$ cat src/rtl/fetch_stage.sv
// ---------------------------------------------------------------------------
// fetch_stage
//
// Instruction fetch stage with the IF/ID boundary, sitting directly upstream
// of the control unit. It owns the program counter, drives a synchronous
// instruction memory with one cycle of read latency, and presents the
// fetched instruction plus its decoded tipo/op/Inm fields. Stalls and
// redirects that are resolved further down the pipe are applied here.
//
// Ports:
//   clk              clock, every state update happens on the rising edge
//   rst              synchronous active-high reset
//   stall            hold the PC and the ID contents
//   redirect         taken branch / jump / return this cycle
//   pc_direction     with redirect: 1 = return_addr, 0 = redirect_target
//   redirect_target  branch or jump target
//   return_addr      return address
//   imem_addr        instruction memory read address (address issued now)
//   imem_rdata       instruction for the address issued the previous cycle
//   id_valid         ID slot holds a real instruction
//   id_instr         instruction in ID, zero when id_valid is low
//   id_pc            address of id_instr
//   id_pc_plus1      id_pc + 1 with wrap, used as the return-link value
//   tipo, op, Inm    decoded fields of id_instr, zero when id_valid is low
// ---------------------------------------------------------------------------
module fetch_stage #(
   parameter int              PC_W     = 9,
   parameter int              INSTR_W  = 24,
   parameter logic [PC_W-1:0] RESET_PC = '0
) (
   input  logic               clk,
   input  logic               rst,
   input  logic               stall,
   input  logic               redirect,
   input  logic               pc_direction,
   input  logic [PC_W-1:0]    redirect_target,
   input  logic [PC_W-1:0]    return_addr,
   output logic [PC_W-1:0]    imem_addr,
   input  logic [INSTR_W-1:0] imem_rdata,
   output logic               id_valid,
   output logic [INSTR_W-1:0] id_instr,
   output logic [PC_W-1:0]    id_pc,
   output logic [PC_W-1:0]    id_pc_plus1,
   output logic [1:0]         tipo,
   output logic [1:0]         op,
   output logic               Inm
);

   typedef enum logic [1:0] {
      BOOT   = 2'd0,
      RUN    = 2'd1,
      HOLD   = 2'd2,
      BUBBLE = 2'd3
   } fetch_state_t;

   fetch_state_t        state;
   logic [PC_W-1:0]     pc_q;
   logic [PC_W-1:0]     f_pc_q;
   logic [INSTR_W-1:0]  hold_instr_q;

   // PC and IF/ID state update. Priority is reset, then redirect, then
   // stall, then normal sequential fetch.
   // During a stall the memory keeps re-reading pc_q, so on the next edge
   // imem_rdata would already show the *following* instruction. The
   // instruction currently in ID is therefore captured into hold_instr_q on
   // the first stalled edge, and shown from there until the stall releases.
   // On release the memory returns the instruction at the old pc_q, which is
   // exactly the successor of the held one, so nothing is skipped or repeated.
   always_ff @(posedge clk) begin
      if (rst) begin
         pc_q         <= RESET_PC;
         f_pc_q       <= RESET_PC;
         hold_instr_q <= '0;
         state        <= BOOT;
      end else if (redirect) begin
         // The instruction read this cycle belongs to the wrong path, so the
         // next cycle is a bubble; any held instruction is simply abandoned.
         pc_q   <= pc_direction ? return_addr : redirect_target;
         f_pc_q <= pc_q;
         state  <= BUBBLE;
      end else if (stall) begin
         if (state == RUN) begin
            hold_instr_q <= imem_rdata;
            state        <= HOLD;
         end
      end else begin
         pc_q   <= pc_q + 1'b1;
         f_pc_q <= pc_q;
         state  <= RUN;
      end
   end

   // ID instruction source selected by state; BOOT and BUBBLE present a
   // zero instruction so the control unit sees all-zero fields.
   always_comb begin
      id_instr = '0;
      id_valid = 1'b0;
      case (state)
         RUN: begin
            id_instr = imem_rdata;
            id_valid = 1'b1;
         end
         HOLD: begin
            id_instr = hold_instr_q;
            id_valid = 1'b1;
         end
         default: begin
            id_instr = '0;
            id_valid = 1'b0;
         end
      endcase
   end

   assign imem_addr   = pc_q;
   assign id_pc       = f_pc_q;
   assign id_pc_plus1 = f_pc_q + 1'b1;

   assign tipo = id_instr[INSTR_W-1:INSTR_W-2];
   assign op   = id_instr[INSTR_W-3:INSTR_W-4];
   assign Inm  = id_instr[INSTR_W-5];

endmodule

$ cat config.mk
export PLATFORM = sky130hd
export DESIGN_NAME = fetch_stage
export DESIGN_NICKNAME = d
export VERILOG_FILES = /design/src/rtl/fetch_stage.sv
export SDC_FILE = /design/constraint.sdc
export NUM_CORES = 1
export LEC_CHECK = 0
export CORE_UTILIZATION = 45
export CTS_CLUSTER_DIAMETER = 30
export DETAILED_ROUTE_END_ITERATION = 8
export GPL_TIMING_DRIVEN = 0
export MAX_ROUTING_LAYER = met4
export PLACE_DENSITY = 0.86
export SLEW_MARGIN = 20
export SYNTH_ARGS = -nofsm -noshare
export SYNTH_HDL_FRONTEND = slang
export SYNTH_SLANG_ARGS = --single-unit
$ cat constraint.sdc
create_clock -name clk -period 2.5 [get_ports clk]
set_input_delay 0.375 -clock clk [delete_from_list [all_inputs] [get_ports clk]]
set_output_delay 0.375 -clock clk [all_outputs]
set_load 0.01 [all_outputs]
==> run_summary.xml, run 1 <==
<?xml version="1.0" encoding="UTF-8"?>
<metrics>
  <group name="outcome">
    <metric name="outcome" unit="">complete, no violations</metric>
  </group>
  <group name="detailed_routing">
    <metric name="drt_iter0_markers" unit="">147</metric>
    <metric name="wl_per_cell" unit="um">13.8</metric>
    <metric name="detail_route.vias_per_cell" unit="">5.38</metric>
    <metric name="postRouteAntennaNets" unit="">0</metric>
    <metric name="postRouteWirelength" unit="mm">6.59</metric>
    <metric name="drt_drc_violations_left" unit="">0</metric>
    <metric name="dr_total_vias" unit="">2575</metric>
    <metric name="drt-pass1-iter-count" unit="">4</metric>
  </group>
  <group name="timing">
    <metric name="final-setup-viol-count" unit="">0</metric>
    <metric name="final.min_clock_period" unit="ns">2.40</metric>
    <metric name="rsz0062_at_grt" unit="">false</metric>
    <metric name="timing.final.hold_violations" unit="">0</metric>
    <metric name="report.final.slew_viol_count" unit="">0</metric>
    <metric name="finalCritPeriodShare" unit="">0.962</metric>
    <metric name="timing.slew.headroom" unit="">0.660</metric>
    <metric name="setup_tns" unit="ns">0</metric>
    <metric name="fin_skew" unit="ns">0.00616</metric>
    <metric name="tightest_slew" unit="ns">0.510</metric>
    <metric name="fmaxAchievable" unit="MHz">416</metric>
  </group>
  <group name="floorplan">
    <metric name="die_area" unit="mm^2">0.00540</metric>
    <metric name="chipHeight" unit="um">73.5</metric>
    <metric name="std_cell_rows" unit="">25</metric>
    <metric name="floorplan.die.width" unit="um">73.5</metric>
    <metric name="core_area" unit="mm^2">0.00482</metric>
    <metric name="ioPinCount" unit="">104</metric>
    <metric name="start_util" unit="">0.477</metric>
  </group>
  <group name="cells_and_area">
    <metric name="design.final.nets" unit="">463</metric>
    <metric name="areaGrowthSynthToFinish" unit="%">53.5</metric>
    <metric name="layout_common_cells" unit="">sky130_fd_sc_hd__clkdlybuf4s50_1, sky130_fd_sc_hd__nand2_1, sky130_fd_sc_hd__dfxtp_1</metric>
    <metric name="final_util" unit="">0.733</metric>
    <metric name="n_antenna_cell" unit="">0</metric>
    <metric name="layout-drive-gt1-share" unit="">0.0874</metric>
    <metric name="post-route-cell-area" unit="mm^2">0.00353</metric>
    <metric name="layout_commonest_cell" unit="">sky130_fd_sc_hd__clkdlybuf4s50_1</metric>
  </group>
  <group name="synth">
    <metric name="synth_enable_flop_cells" unit="">0</metric>
    <metric name="synthDominantAreaCellType" unit="">sky130_fd_sc_hd__dfxtp_1</metric>
    <metric name="synth-seq-cells" unit="">44</metric>
    <metric name="largest_cells_by_area_after_synthesis" unit="">sky130_fd_sc_hd__dfxtp_1, sky130_fd_sc_hd__nand2_1, sky130_fd_sc_hd__a21oi_1</metric>
    <metric name="yosys_warnings" unit="">0</metric>
    <metric name="synth.top_cell.area_share" unit="">0.383</metric>
    <metric name="synthesis.nets" unit="">356</metric>
    <metric name="synthesis.instances" unit="">305</metric>
    <metric name="ys_async_sr_fraction" unit="">0</metric>
    <metric name="syn_avg_cell_area" unit="um^2">7.54</metric>
    <metric name="synth-seq-area-share" unit="">0.383</metric>
    <metric name="post_synthesis_cell_type_count" unit="">36</metric>
    <metric name="yosys_most_used_dff" unit="">sky130_fd_sc_hd__dfxtp_1</metric>
    <metric name="post_synth_instance_area" unit="mm^2">0.00230</metric>
  </group>
  <group name="clocking">
    <metric name="worst_skew_pair.late_latency" unit="ns">0.29</metric>
    <metric name="cts-root-buf" unit="">sky130_fd_sc_hd__clkbuf_8</metric>
    <metric name="numCtsBuffers" unit="">5</metric>
    <metric name="tritoncts" unit="">built</metric>
    <metric name="clkSinkCount" unit="">44</metric>
    <metric name="clk_path_buf_depth" unit="">2</metric>
    <metric name="clkSlewWorstSetupHoldPaths" unit="ns">0.08</metric>
    <metric name="hold_buffers" unit="">0</metric>
    <metric name="post-cts-setup-buffers" unit="">0</metric>
    <metric name="ctsHtreeMaxLevel" unit="">2</metric>
  </group>
  <group name="place">
    <metric name="detailed_place.area" unit="mm^2">0.00339</metric>
    <metric name="portBuffers" unit="">101</metric>
    <metric name="globalplace.congestion" unit="">0.890</metric>
    <metric name="total_half_perimeter_wirelength_after_legalization_and_detailed_placement" unit="mm">4.95</metric>
  </group>
  <group name="grt">
    <metric name="number_of_global_route_vias_before_repair" unit="">2336</metric>
    <metric name="grt_pass1_wl" unit="mm">10.7</metric>
    <metric name="number_of_antenna_violations_at_the_first_check_in_global_routing" unit="">0</metric>
    <metric name="globalRoute.totalOverflow" unit="">0</metric>
    <metric name="grt_max_degree" unit="">13</metric>
    <metric name="global_route.usage.total" unit="">0.260</metric>
  </group>
  <group name="power_and_ir_drop">
    <metric name="p_sw_frac" unit="">0.280</metric>
    <metric name="comb_power_share" unit="">0.259</metric>
    <metric name="total_switching_power" unit="mW">0.450</metric>
    <metric name="internal_power" unit="mW">1.16</metric>
    <metric name="power.sequential.fraction" unit="">0.482</metric>
    <metric name="vdd_ir_drop_max" unit="mV">0.312</metric>
    <metric name="power_density" unit="mW/mm^2">455</metric>
    <metric name="clk_network_pwr_share" unit="">0.259</metric>
    <metric name="leakage_power" unit="nW">1.27</metric>
  </group>
  <group name="setup_path">
    <metric name="critical_path.max_fanout" unit="">10</metric>
    <metric name="worstSetupPathType" unit="">flop to output pin</metric>
    <metric name="setup.worst_path.start_class" unit="">flop</metric>
    <metric name="crit_path_end_kind" unit="">output pin</metric>
    <metric name="regToRegSetupSlack" unit="ns">0.82</metric>
    <metric name="worst-endpoint-arrival" unit="ns">2.03</metric>
    <metric name="worst_ep_required_time" unit="ns">2.12</metric>
  </group>
  <group name="hold_path">
    <metric name="timing.hold.worst.class" unit="">flop to flop</metric>
  </group>
  <group name="flow_run">
    <metric name="cap_viol_max_count" unit="">0</metric>
  </group>
</metrics>
==> layout make-up <==
type | count | area, um^2
plain buffers | 28 | 181
flip-flops and latches | 44 | 883
repair buffers | 101 | 1010
multi-input cells | 226 | 1270
inverters | 6 | 22.5
fillers | 420 | 1290
clock buffers | 6 | 72.6
clock inverters | 1 | 5.00
well taps | 67 | 83.8
==> per-stage QoR <==
| step | instances | setup WS, ns | power (mW) | hold slack (ns) |
|---|---|---|---|---|
| floorplan | 305 | 0.713 | 0.959 | 0.437 |
| global placement | 473 | 0.0653 | 1.17 | 0.442 |
| detailed placement | 473 | 0.00970 | 1.18 | 0.450 |
| CTS | 479 | 0.0121 | 1.61 | 0.460 |
| global route | 479 | 0.0118 | 1.69 | 0.478 |
| finish | 479 | 0.0951 | 1.61 | 0.459 |
==> metal layers <==
| metal | share of wire | vias up | global-route usage |
|---|---|---|---|
| met5 | 0 | - | - |
| met4 | 0.015 | 0 | 0.0833 |
| met3 | 0.052 | 8 | 0.0357 |
| met2 | 0.51 | 94 | 0.451 |
| met1 | 0.42 | 1210 | 0.310 |
| li1 | - | 1263 | - |
==> power by group through the flow <==
stage          registers [mW]  clock network [mW]  logic, mW
2_1_floorplan           0.786                   0      0.172
3_3_place_gp            0.786                   0      0.388
3_5_place_dp            0.789                   0      0.395
4_1_cts                 0.773               0.422      0.412
5_1_grt                 0.779               0.455      0.453
6_report                0.774               0.417      0.416
==> state kept, by name, indices dropped and copies added, names as in the netlist <==
signal	flops
imem_addr	9
id_pc	9
hold_instr_q	24
state	2
==> worst paths after layout <==
check                   start                to  depth (start not counted)
max reg2reg          state[1]  hold_instr_q[17]                          7
min          hold_instr_q[15]  hold_instr_q[15]                          2
min reg2reg  hold_instr_q[15]  hold_instr_q[15]                          2
max                  state[0]             op[1]                          7
==> synthesized netlist by cell type, types with 6 or more instances <==
library cell / number
sky130_fd_sc_hd__xnor2_1: 7
sky130_fd_sc_hd__nand2_1: 69
sky130_fd_sc_hd__a22oi_1: 24
sky130_fd_sc_hd__nor2_1: 27
sky130_fd_sc_hd__dfxtp_1: 44
sky130_fd_sc_hd__nand3_1: 6
sky130_fd_sc_hd__clkbuf_1: 14
sky130_fd_sc_hd__o21ai_0: 7
sky130_fd_sc_hd__inv_1: 6
sky130_fd_sc_hd__a21oi_1: 37
sky130_fd_sc_hd__buf_2: 7
==> cell families (layout without fill, tap and decap cells) <==
kind of cell,Yosys count,after routing,synth area share
DFF,44,44,0.383
and+or+nand+nor,124,124,0.237
adders and majority gates,4,4,0.0218
buffers and inverters,35,142,0.0691
muxes,8,8,0.0370
xor gates and xnor gates,10,10,0.0381
AOI/OAI and AO/OA,80,80,0.214
==> what timing repair did <==
action	in CTS	in global routing
endpoints found under the setup margin	25	7
pin swaps	0	1
resized for setup	16	9
==> critical path, cell delays in order, from the launching register on <==
cell	delay (ns)
sky130_fd_sc_hd__dfxtp_2	0.34
sky130_fd_sc_hd__inv_1	0.05
sky130_fd_sc_hd__ha_2	0.25
sky130_fd_sc_hd__clkbuf_4	0.24
sky130_fd_sc_hd__a22oi_2	0.11
sky130_fd_sc_hd__nor2_2	0.11
sky130_fd_sc_hd__buf_4	0.11
sky130_fd_sc_hd__clkdlybuf4s50_1	0.52
No activity file was read; power rests on OpenSTA's default activity.
==> run 2: changes to the inputs <==
ABC_AREA = 1   (was not set)
CAP_MARGIN = 30   (was not set)
CORE_UTILIZATION = 46   (was 45)
clock period = 2.8 ns   (was 2.5 ns; I/O delays follow)
==> run_summary.xml, run 2 <==
<?xml version="1.0" encoding="UTF-8"?>
<metrics>
  <group name="outcome">
    <metric name="outcome" unit="">complete, no violations</metric>
  </group>
  <group name="cells_and_area">
    <metric name="final.fill_count" unit="">442</metric>
    <metric name="finalNonFillerCells" unit="">547</metric>
    <metric name="layout_commonest_cell" unit="">sky130_fd_sc_hd__nand2_1</metric>
    <metric name="design.final.nets" unit="">530</metric>
    <metric name="n_antenna_cell" unit="">0</metric>
    <metric name="max_flop_register" unit="">hold_instr_q</metric>
    <metric name="multi_input_area" unit="mm^2">0.00129</metric>
    <metric name="area.sequential" unit="um^2">881</metric>
    <metric name="largest_register_ffs" unit="">24</metric>
    <metric name="areaGrowthSynthToFinish" unit="%">50.2</metric>
    <metric name="layout_common_cells" unit="">sky130_fd_sc_hd__nand2_1, sky130_fd_sc_hd__clkdlybuf4s50_1, sky130_fd_sc_hd__a21oi_1</metric>
    <metric name="layout-drive-gt1-share" unit="">0.0750</metric>
    <metric name="post-route-cell-area" unit="mm^2">0.00360</metric>
  </group>
  <group name="grt">
    <metric name="grt_pass1_wl" unit="mm">11.0</metric>
    <metric name="globalRoute.totalOverflow" unit="">0</metric>
    <metric name="grt_max_degree" unit="">15</metric>
    <metric name="number_of_global_route_vias_before_repair" unit="">2508</metric>
    <metric name="number_of_antenna_violations_at_the_first_check_in_global_routing" unit="">0</metric>
    <metric name="global_route.usage.total" unit="">0.263</metric>
  </group>
  <group name="synth">
    <metric name="syn_avg_cell_area" unit="um^2">6.49</metric>
    <metric name="yosys_most_used_dff" unit="">sky130_fd_sc_hd__dfxtp_1</metric>
    <metric name="post_synth_most_frequent_cells" unit="">sky130_fd_sc_hd__nand2_1, sky130_fd_sc_hd__a21oi_1, sky130_fd_sc_hd__dfxtp_1, sky130_fd_sc_hd__nor2_1, sky130_fd_sc_hd__o21ai_0</metric>
    <metric name="yosys_warnings" unit="">0</metric>
    <metric name="synth-seq-cells" unit="">44</metric>
    <metric name="post_synthesis_cell_type_count" unit="">24</metric>
    <metric name="synth.top_cell.area_share" unit="">0.367</metric>
    <metric name="synth_enable_flop_cells" unit="">0</metric>
    <metric name="synthesis.instances" unit="">370</metric>
    <metric name="synth-seq-area-share" unit="">0.367</metric>
    <metric name="most_frequent_cell_after_synthesis" unit="">sky130_fd_sc_hd__nand2_1</metric>
    <metric name="largest_cells_by_area_after_synthesis" unit="">sky130_fd_sc_hd__dfxtp_1, sky130_fd_sc_hd__nand2_1, sky130_fd_sc_hd__a21oi_1</metric>
    <metric name="synthDominantAreaCellType" unit="">sky130_fd_sc_hd__dfxtp_1</metric>
    <metric name="ys_async_sr_fraction" unit="">0</metric>
    <metric name="synthesis.nets" unit="">421</metric>
    <metric name="post_synth_instance_area" unit="mm^2">0.00240</metric>
  </group>
  <group name="power_and_ir_drop">
    <metric name="vdd_ir_drop_max" unit="mV">0.288</metric>
    <metric name="clk_network_pwr_share" unit="">0.269</metric>
    <metric name="power_density" unit="mW/mm^2">416</metric>
    <metric name="total_switching_power" unit="mW">0.456</metric>
    <metric name="p_sw_frac" unit="">0.304</metric>
    <metric name="comb_power_share" unit="">0.272</metric>
    <metric name="internal_power" unit="mW">1.04</metric>
    <metric name="power.sequential.fraction" unit="">0.460</metric>
    <metric name="leakage_power" unit="nW">1.37</metric>
  </group>
  <group name="clocking">
    <metric name="clkSinkCount" unit="">44</metric>
    <metric name="numCtsBuffers" unit="">5</metric>
    <metric name="clkSlewWorstSetupHoldPaths" unit="ns">0.09</metric>
    <metric name="tritoncts" unit="">built</metric>
    <metric name="post-cts-setup-buffers" unit="">0</metric>
    <metric name="ctsHtreeMaxLevel" unit="">2</metric>
    <metric name="cts-root-buf" unit="">sky130_fd_sc_hd__clkbuf_8</metric>
    <metric name="worst_skew_pair.late_latency" unit="ns">0.30</metric>
    <metric name="clk_path_buf_depth" unit="">2</metric>
  </group>
  <group name="timing">
    <metric name="rsz0062_at_grt" unit="">true</metric>
    <metric name="fmaxAchievable" unit="MHz">376</metric>
    <metric name="final.min_clock_period" unit="ns">2.66</metric>
    <metric name="fin_worst_hold_slack" unit="ns">0.464</metric>
    <metric name="finalCritPeriodShare" unit="">0.950</metric>
    <metric name="timing.final.hold_violations" unit="">0</metric>
    <metric name="tightest_slew" unit="ns">0.508</metric>
    <metric name="timing.slew.headroom" unit="">0.661</metric>
    <metric name="final-setup-viol-count" unit="">0</metric>
    <metric name="fin_skew" unit="ns">0.00706</metric>
    <metric name="report.final.slew_viol_count" unit="">0</metric>
  </group>
  <group name="place">
    <metric name="total_half_perimeter_wirelength_after_legalization_and_detailed_placement" unit="mm">5.25</metric>
    <metric name="detailed_place.area" unit="mm^2">0.00350</metric>
    <metric name="portBuffers" unit="">102</metric>
    <metric name="globalplace.congestion" unit="">0.931</metric>
    <metric name="numPlacedInstances" unit="">539</metric>
  </group>
  <group name="setup_path">
    <metric name="worst_ep_required_time" unit="ns">2.38</metric>
    <metric name="critical_path.max_fanout" unit="">10</metric>
    <metric name="crit_path_end_kind" unit="">output pin</metric>
    <metric name="worst-endpoint-arrival" unit="ns">2.24</metric>
    <metric name="worstSetupPathType" unit="">flop to output pin</metric>
    <metric name="setup.worst_path.start_class" unit="">flop</metric>
  </group>
  <group name="floorplan">
    <metric name="ioPinCount" unit="">104</metric>
    <metric name="core_area" unit="mm^2">0.00488</metric>
    <metric name="chipHeight" unit="um">74.2</metric>
    <metric name="start_util" unit="">0.492</metric>
    <metric name="std_cell_rows" unit="">25</metric>
    <metric name="die_area" unit="mm^2">0.00551</metric>
    <metric name="floorplan.die.width" unit="um">74.2</metric>
  </group>
  <group name="detailed_routing">
    <metric name="drt_drc_violations_left" unit="">0</metric>
    <metric name="drt-pass1-iter-count" unit="">4</metric>
    <metric name="detail_route.vias_per_cell" unit="">5.04</metric>
    <metric name="drt_iter0_markers" unit="">125</metric>
    <metric name="dr_total_vias" unit="">2755</metric>
    <metric name="postRouteAntennaNets" unit="">0</metric>
    <metric name="wl_per_cell" unit="um">12.4</metric>
    <metric name="postRouteWirelength" unit="mm">6.78</metric>
  </group>
  <group name="flow_run">
    <metric name="cap_viol_max_count" unit="">0</metric>
  </group>
  <group name="hold_path">
    <metric name="timing.hold.worst.class" unit="">flop to flop</metric>
  </group>
</metrics>
==> run 2: cell types whose count changed after synthesis, sizes merged, moves of 6 or more <==
| cell | change |
|---|---|
| a22oi | -24 |
| o21ai | +12 |
| nand3 | +10 |
| xnor2 | -6 |
| inv | +13 |
| nand2 | +67 |
| a21oi | +27 |
==> run 2: what timing repair did <==
| item | CTS | global route |
|---|---|---|
| hold endpoints to repair | 0 | 0 |
| cloned | 0 | 0 |
| hold buffers | 0 | 0 |
| gates resized for setup | 2 | 11 |
| endpoints found under the setup margin | 4 | 15 |
==> run 2: stage by stage <==
stage	power [mW]	worst slack, ns	utilization	setup TNS (ns)
4_1_cts	1.50	0.00445	0.737	0
5_1_grt	1.57	-0.0142	0.738	-0.0352
2_1_floorplan	0.883	0.957	-	0
3_5_place_dp	1.11	0.308	0.718	0
3_3_place_gp	1.10	0.327	0.718	0
6_report	1.50	0.140	0.738	0
==> run 2: cells by family after synthesis <==
family          share of synthesized area
flops                               0.367
fa+ha+maj                          0.0209
simple gates                        0.304
compound gates                      0.189
buf+inv                            0.0975
xor+xnor                           0.0219
==> run 2: layer usage <==
layer / part of all wire / global-route usage
met1: 0.46 / 0.332
met2: 0.47 / 0.440
met3: 0.053 / 0.0366
met4: 0.013 / 0.0713
met5: 0 / -
==> run 2: power groups by stage <==
stage | combinational (mW) | clock [mW] | sequential (mW)
after floorplan | 0.177 | 0 | 0.706
after global placement | 0.395 | 0 | 0.703
after detailed placement | 0.403 | 0 | 0.703
after CTS | 0.406 | 0.408 | 0.689
after global routing | 0.446 | 0.426 | 0.694
final | 0.407 | 0.403 | 0.689
==> run 2: critical path: stages, from the launching register on <==
cell	delay, ns
sky130_fd_sc_hd__dfxtp_1	0.34
sky130_fd_sc_hd__inv_1	0.06
sky130_fd_sc_hd__ha_1	0.28
sky130_fd_sc_hd__clkbuf_1	0.18
sky130_fd_sc_hd__buf_2	0.23
sky130_fd_sc_hd__a21oi_1	0.17
sky130_fd_sc_hd__buf_4	0.13
sky130_fd_sc_hd__clkdlybuf4s50_1	0.54
==> run 2: worst paths after layout <==
| kind | from | depth (start not counted) | slack [ns] | endpoint |
|---|---|---|---|---|
| worst min-delay path | hold_instr_q[5] | 2 | 0.46 | hold_instr_q[5] |
| worst max register to register | state[1] | 9 | 1.31 | hold_instr_q[8] |
| worst max-delay path | state[0] | 7 | 0.14 | op[0] |
| worst min register to register | hold_instr_q[5] | 2 | 0.46 | hold_instr_q[5] |
==> run 2: final cells by class <==
type	count	share of cell area
flip-flops and latches	44	0.244
inverters	21	0.0219
clock buffers	5	0.0191
clock inverters	3	0.00521
plain buffers	26	0.0451
multi-input cells	279	0.358
repair buffers	102	0.283
well taps	67	0.0233
==> run 3: changes to the inputs <==
ABC_AREA = not set   (was 1)
CORE_MARGIN = 1   (was not set)
CORE_UTILIZATION = 45   (was 46)
==> run_summary.xml, run 3 (synthesis results as in run 1) <==
<?xml version="1.0" encoding="UTF-8"?>
<metrics>
  <group name="setup_path">
    <metric name="worst-endpoint-arrival" unit="ns">2.22</metric>
    <metric name="worst_r2r_path_depth" unit="">7</metric>
    <metric name="path_delay_family" unit="">buffers and inverters</metric>
    <metric name="critical_path.max_fanout" unit="">10</metric>
    <metric name="worstSetupPathType" unit="">flop to output pin</metric>
    <metric name="critical_path_depth" unit="">7</metric>
    <metric name="critical_path_slowest_stage_cell" unit="">sky130_fd_sc_hd__clkdlybuf4s50_1</metric>
    <metric name="worst_ep_required_time" unit="ns">2.38</metric>
    <metric name="crit_path_end_kind" unit="">output pin</metric>
    <metric name="setup.worst_path.start_class" unit="">flop</metric>
    <metric name="worstPathBufferInverterCount" unit="">4</metric>
    <metric name="crit_chain" unit="">inv_1 -&gt; ha_1 -&gt; clkbuf_2 -&gt; a22oi_1 -&gt; nor2_1 -&gt; buf_4 -&gt; clkdlybuf4s50_1</metric>
    <metric name="critical_path.max_stage_delay" unit="ns">0.52</metric>
  </group>
  <group name="grt">
    <metric name="number_of_antenna_violations_at_the_first_check_in_global_routing" unit="">0</metric>
    <metric name="globalRoute.totalOverflow" unit="">0</metric>
    <metric name="grt_pass1_wl" unit="mm">10.7</metric>
    <metric name="global_route.usage.total" unit="">0.261</metric>
    <metric name="grt_max_degree" unit="">13</metric>
    <metric name="number_of_global_route_vias_before_repair" unit="">2348</metric>
  </group>
  <group name="timing">
    <metric name="timing.final.hold_violations" unit="">0</metric>
    <metric name="finalCritPeriodShare" unit="">0.942</metric>
    <metric name="final-setup-viol-count" unit="">0</metric>
    <metric name="tightest_slew" unit="ns">0.496</metric>
    <metric name="fin_skew" unit="ns">0.00756</metric>
    <metric name="final.min_clock_period" unit="ns">2.64</metric>
    <metric name="fmaxAchievable" unit="MHz">379</metric>
    <metric name="timing.slew.headroom" unit="">0.670</metric>
    <metric name="setup_tns" unit="ns">0</metric>
    <metric name="rsz0062_at_grt" unit="">false</metric>
    <metric name="report.final.slew_viol_count" unit="">0</metric>
  </group>
  <group name="detailed_routing">
    <metric name="dr_total_vias" unit="">2530</metric>
    <metric name="wl_per_cell" unit="um">13.6</metric>
    <metric name="detail_route.vias_per_cell" unit="">5.28</metric>
    <metric name="postRouteWirelength" unit="mm">6.51</metric>
    <metric name="drt-pass1-iter-count" unit="">4</metric>
    <metric name="postRouteAntennaNets" unit="">0</metric>
    <metric name="drt_drc_violations_left" unit="">0</metric>
    <metric name="drt_iter0_markers" unit="">146</metric>
  </group>
  <group name="cells_and_area">
    <metric name="n_antenna_cell" unit="">0</metric>
    <metric name="design.final.nets" unit="">463</metric>
    <metric name="areaGrowthSynthToFinish" unit="%">51.1</metric>
    <metric name="max_flop_register" unit="">hold_instr_q</metric>
    <metric name="finalNonFillerCells" unit="">479</metric>
    <metric name="largest_register_ffs" unit="">24</metric>
    <metric name="post-route-cell-area" unit="mm^2">0.00348</metric>
    <metric name="final.fill_count" unit="">434</metric>
    <metric name="layout-drive-gt1-share" unit="">0.0752</metric>
    <metric name="layout_commonest_cell" unit="">sky130_fd_sc_hd__clkdlybuf4s50_1</metric>
    <metric name="final_util" unit="">0.722</metric>
    <metric name="layout_common_cells" unit="">sky130_fd_sc_hd__clkdlybuf4s50_1, sky130_fd_sc_hd__nand2_1, sky130_fd_sc_hd__dfxtp_1</metric>
  </group>
  <group name="floorplan">
    <metric name="ioPinCount" unit="">104</metric>
    <metric name="chipHeight" unit="um">73.5</metric>
    <metric name="core_area" unit="mm^2">0.00482</metric>
    <metric name="start_util" unit="">0.477</metric>
    <metric name="die_area" unit="mm^2">0.00540</metric>
    <metric name="std_cell_rows" unit="">25</metric>
    <metric name="floorplan.die.width" unit="um">73.5</metric>
  </group>
  <group name="power_and_ir_drop">
    <metric name="total_switching_power" unit="mW">0.397</metric>
    <metric name="clk_network_pwr_share" unit="">0.262</metric>
    <metric name="internal_power" unit="mW">1.02</metric>
    <metric name="vdd_ir_drop_max" unit="mV">0.275</metric>
    <metric name="leakage_power" unit="nW">1.26</metric>
    <metric name="power.sequential.fraction" unit="">0.487</metric>
    <metric name="fin_total_pwr" unit="mW">1.42</metric>
    <metric name="power_density" unit="mW/mm^2">408</metric>
    <metric name="comb_power_share" unit="">0.251</metric>
    <metric name="p_sw_frac" unit="">0.280</metric>
  </group>
  <group name="flow_run">
    <metric name="cap_viol_max_count" unit="">0</metric>
  </group>
  <group name="outcome">
    <metric name="outcome" unit="">complete, no violations</metric>
  </group>
  <group name="clocking">
    <metric name="clk_path_buf_depth" unit="">2</metric>
    <metric name="hold_buffers" unit="">0</metric>
    <metric name="clkSinkCount" unit="">44</metric>
    <metric name="worst_skew_pair.late_latency" unit="ns">0.29</metric>
    <metric name="tritoncts" unit="">built</metric>
    <metric name="ctsHtreeMaxLevel" unit="">2</metric>
    <metric name="post-cts-setup-buffers" unit="">0</metric>
    <metric name="clkSlewWorstSetupHoldPaths" unit="ns">0.08</metric>
    <metric name="numCtsBuffers" unit="">5</metric>
    <metric name="cts-root-buf" unit="">sky130_fd_sc_hd__clkbuf_8</metric>
  </group>
  <group name="place">
    <metric name="globalplace.congestion" unit="">0.890</metric>
    <metric name="numPlacedInstances" unit="">473</metric>
    <metric name="portBuffers" unit="">101</metric>
    <metric name="total_half_perimeter_wirelength_after_legalization_and_detailed_placement" unit="mm">4.95</metric>
    <metric name="detailed_place.area" unit="mm^2">0.00339</metric>
  </group>
  <group name="hold_path">
    <metric name="timing.hold.worst.class" unit="">flop to flop</metric>
    <metric name="worst_hold_path_cell_count" unit="">2</metric>
  </group>
</metrics>
## run 3: worst paths after layout
check                                      start  slack, ns                to
worst max-delay path                    state[0]       0.16             op[1]
worst max register to register          state[1]       1.06  hold_instr_q[17]
worst min register to register  hold_instr_q[15]       0.46  hold_instr_q[15]
worst min-delay path            hold_instr_q[15]       0.46  hold_instr_q[15]
## run 3: power groups by stage
stage          Sequential, mW  Combinational [mW]  Clock, mW
3_5_place_dp            0.705               0.353          0
6_report                0.690               0.355      0.371
3_3_place_gp            0.702               0.347          0
2_1_floorplan           0.702               0.154          0
4_1_cts                 0.690               0.357      0.376
5_1_grt                 0.695               0.389      0.406
## run 3: repair_timing
| action | 4_1_cts | 5_1_grt |
|---|---|---|
| setup endpoints to repair | 4 | 11 |
| resized for setup | 4 | 4 |
| endpoints found under the hold margin | 0 | 0 |
## run 3: tightest hold or removal path, cell delays in order, from the launching register on
cell,delay [ns]
sky130_fd_sc_hd__dfxtp_1,0.31
sky130_fd_sc_hd__nand2_1,0.05
sky130_fd_sc_hd__a21oi_1,0.05
## run 3: cell type report
type	count	area, um^2	share of cell area
Multi-Input combinational cell	226	1260	0.362
Inverter	6	22.5	0.00648
Buffer	28	140	0.0403
Clock buffer	6	72.6	0.0209
Sequential cell	44	881	0.253
Timing Repair Buffer	101	1010	0.291
Clock inverter	1	5.00	0.00144
Tap cell	67	83.8	0.0241
## run 3: metrics by stage
| stage | hold slack [ns] | setup slack [ns] |
|---|---|---|
| after detailed placement | 0.450 | 0.265 |
| after floorplan | 0.437 | 0.968 |
| after global placement | 0.442 | 0.320 |
| final | 0.460 | 0.161 |
| after global routing | 0.478 | 0.0363 |
| after CTS | 0.460 | 0.0262 |
## run 3: metal layers
metal	vias to the layer above	wire (um)	GRT usage
met1	1178	2780	0.311
met3	7	304	0.0343
met4	0	80	0.0812
li1	1266	-	-
met2	79	3340	0.455
met5	-	0	-
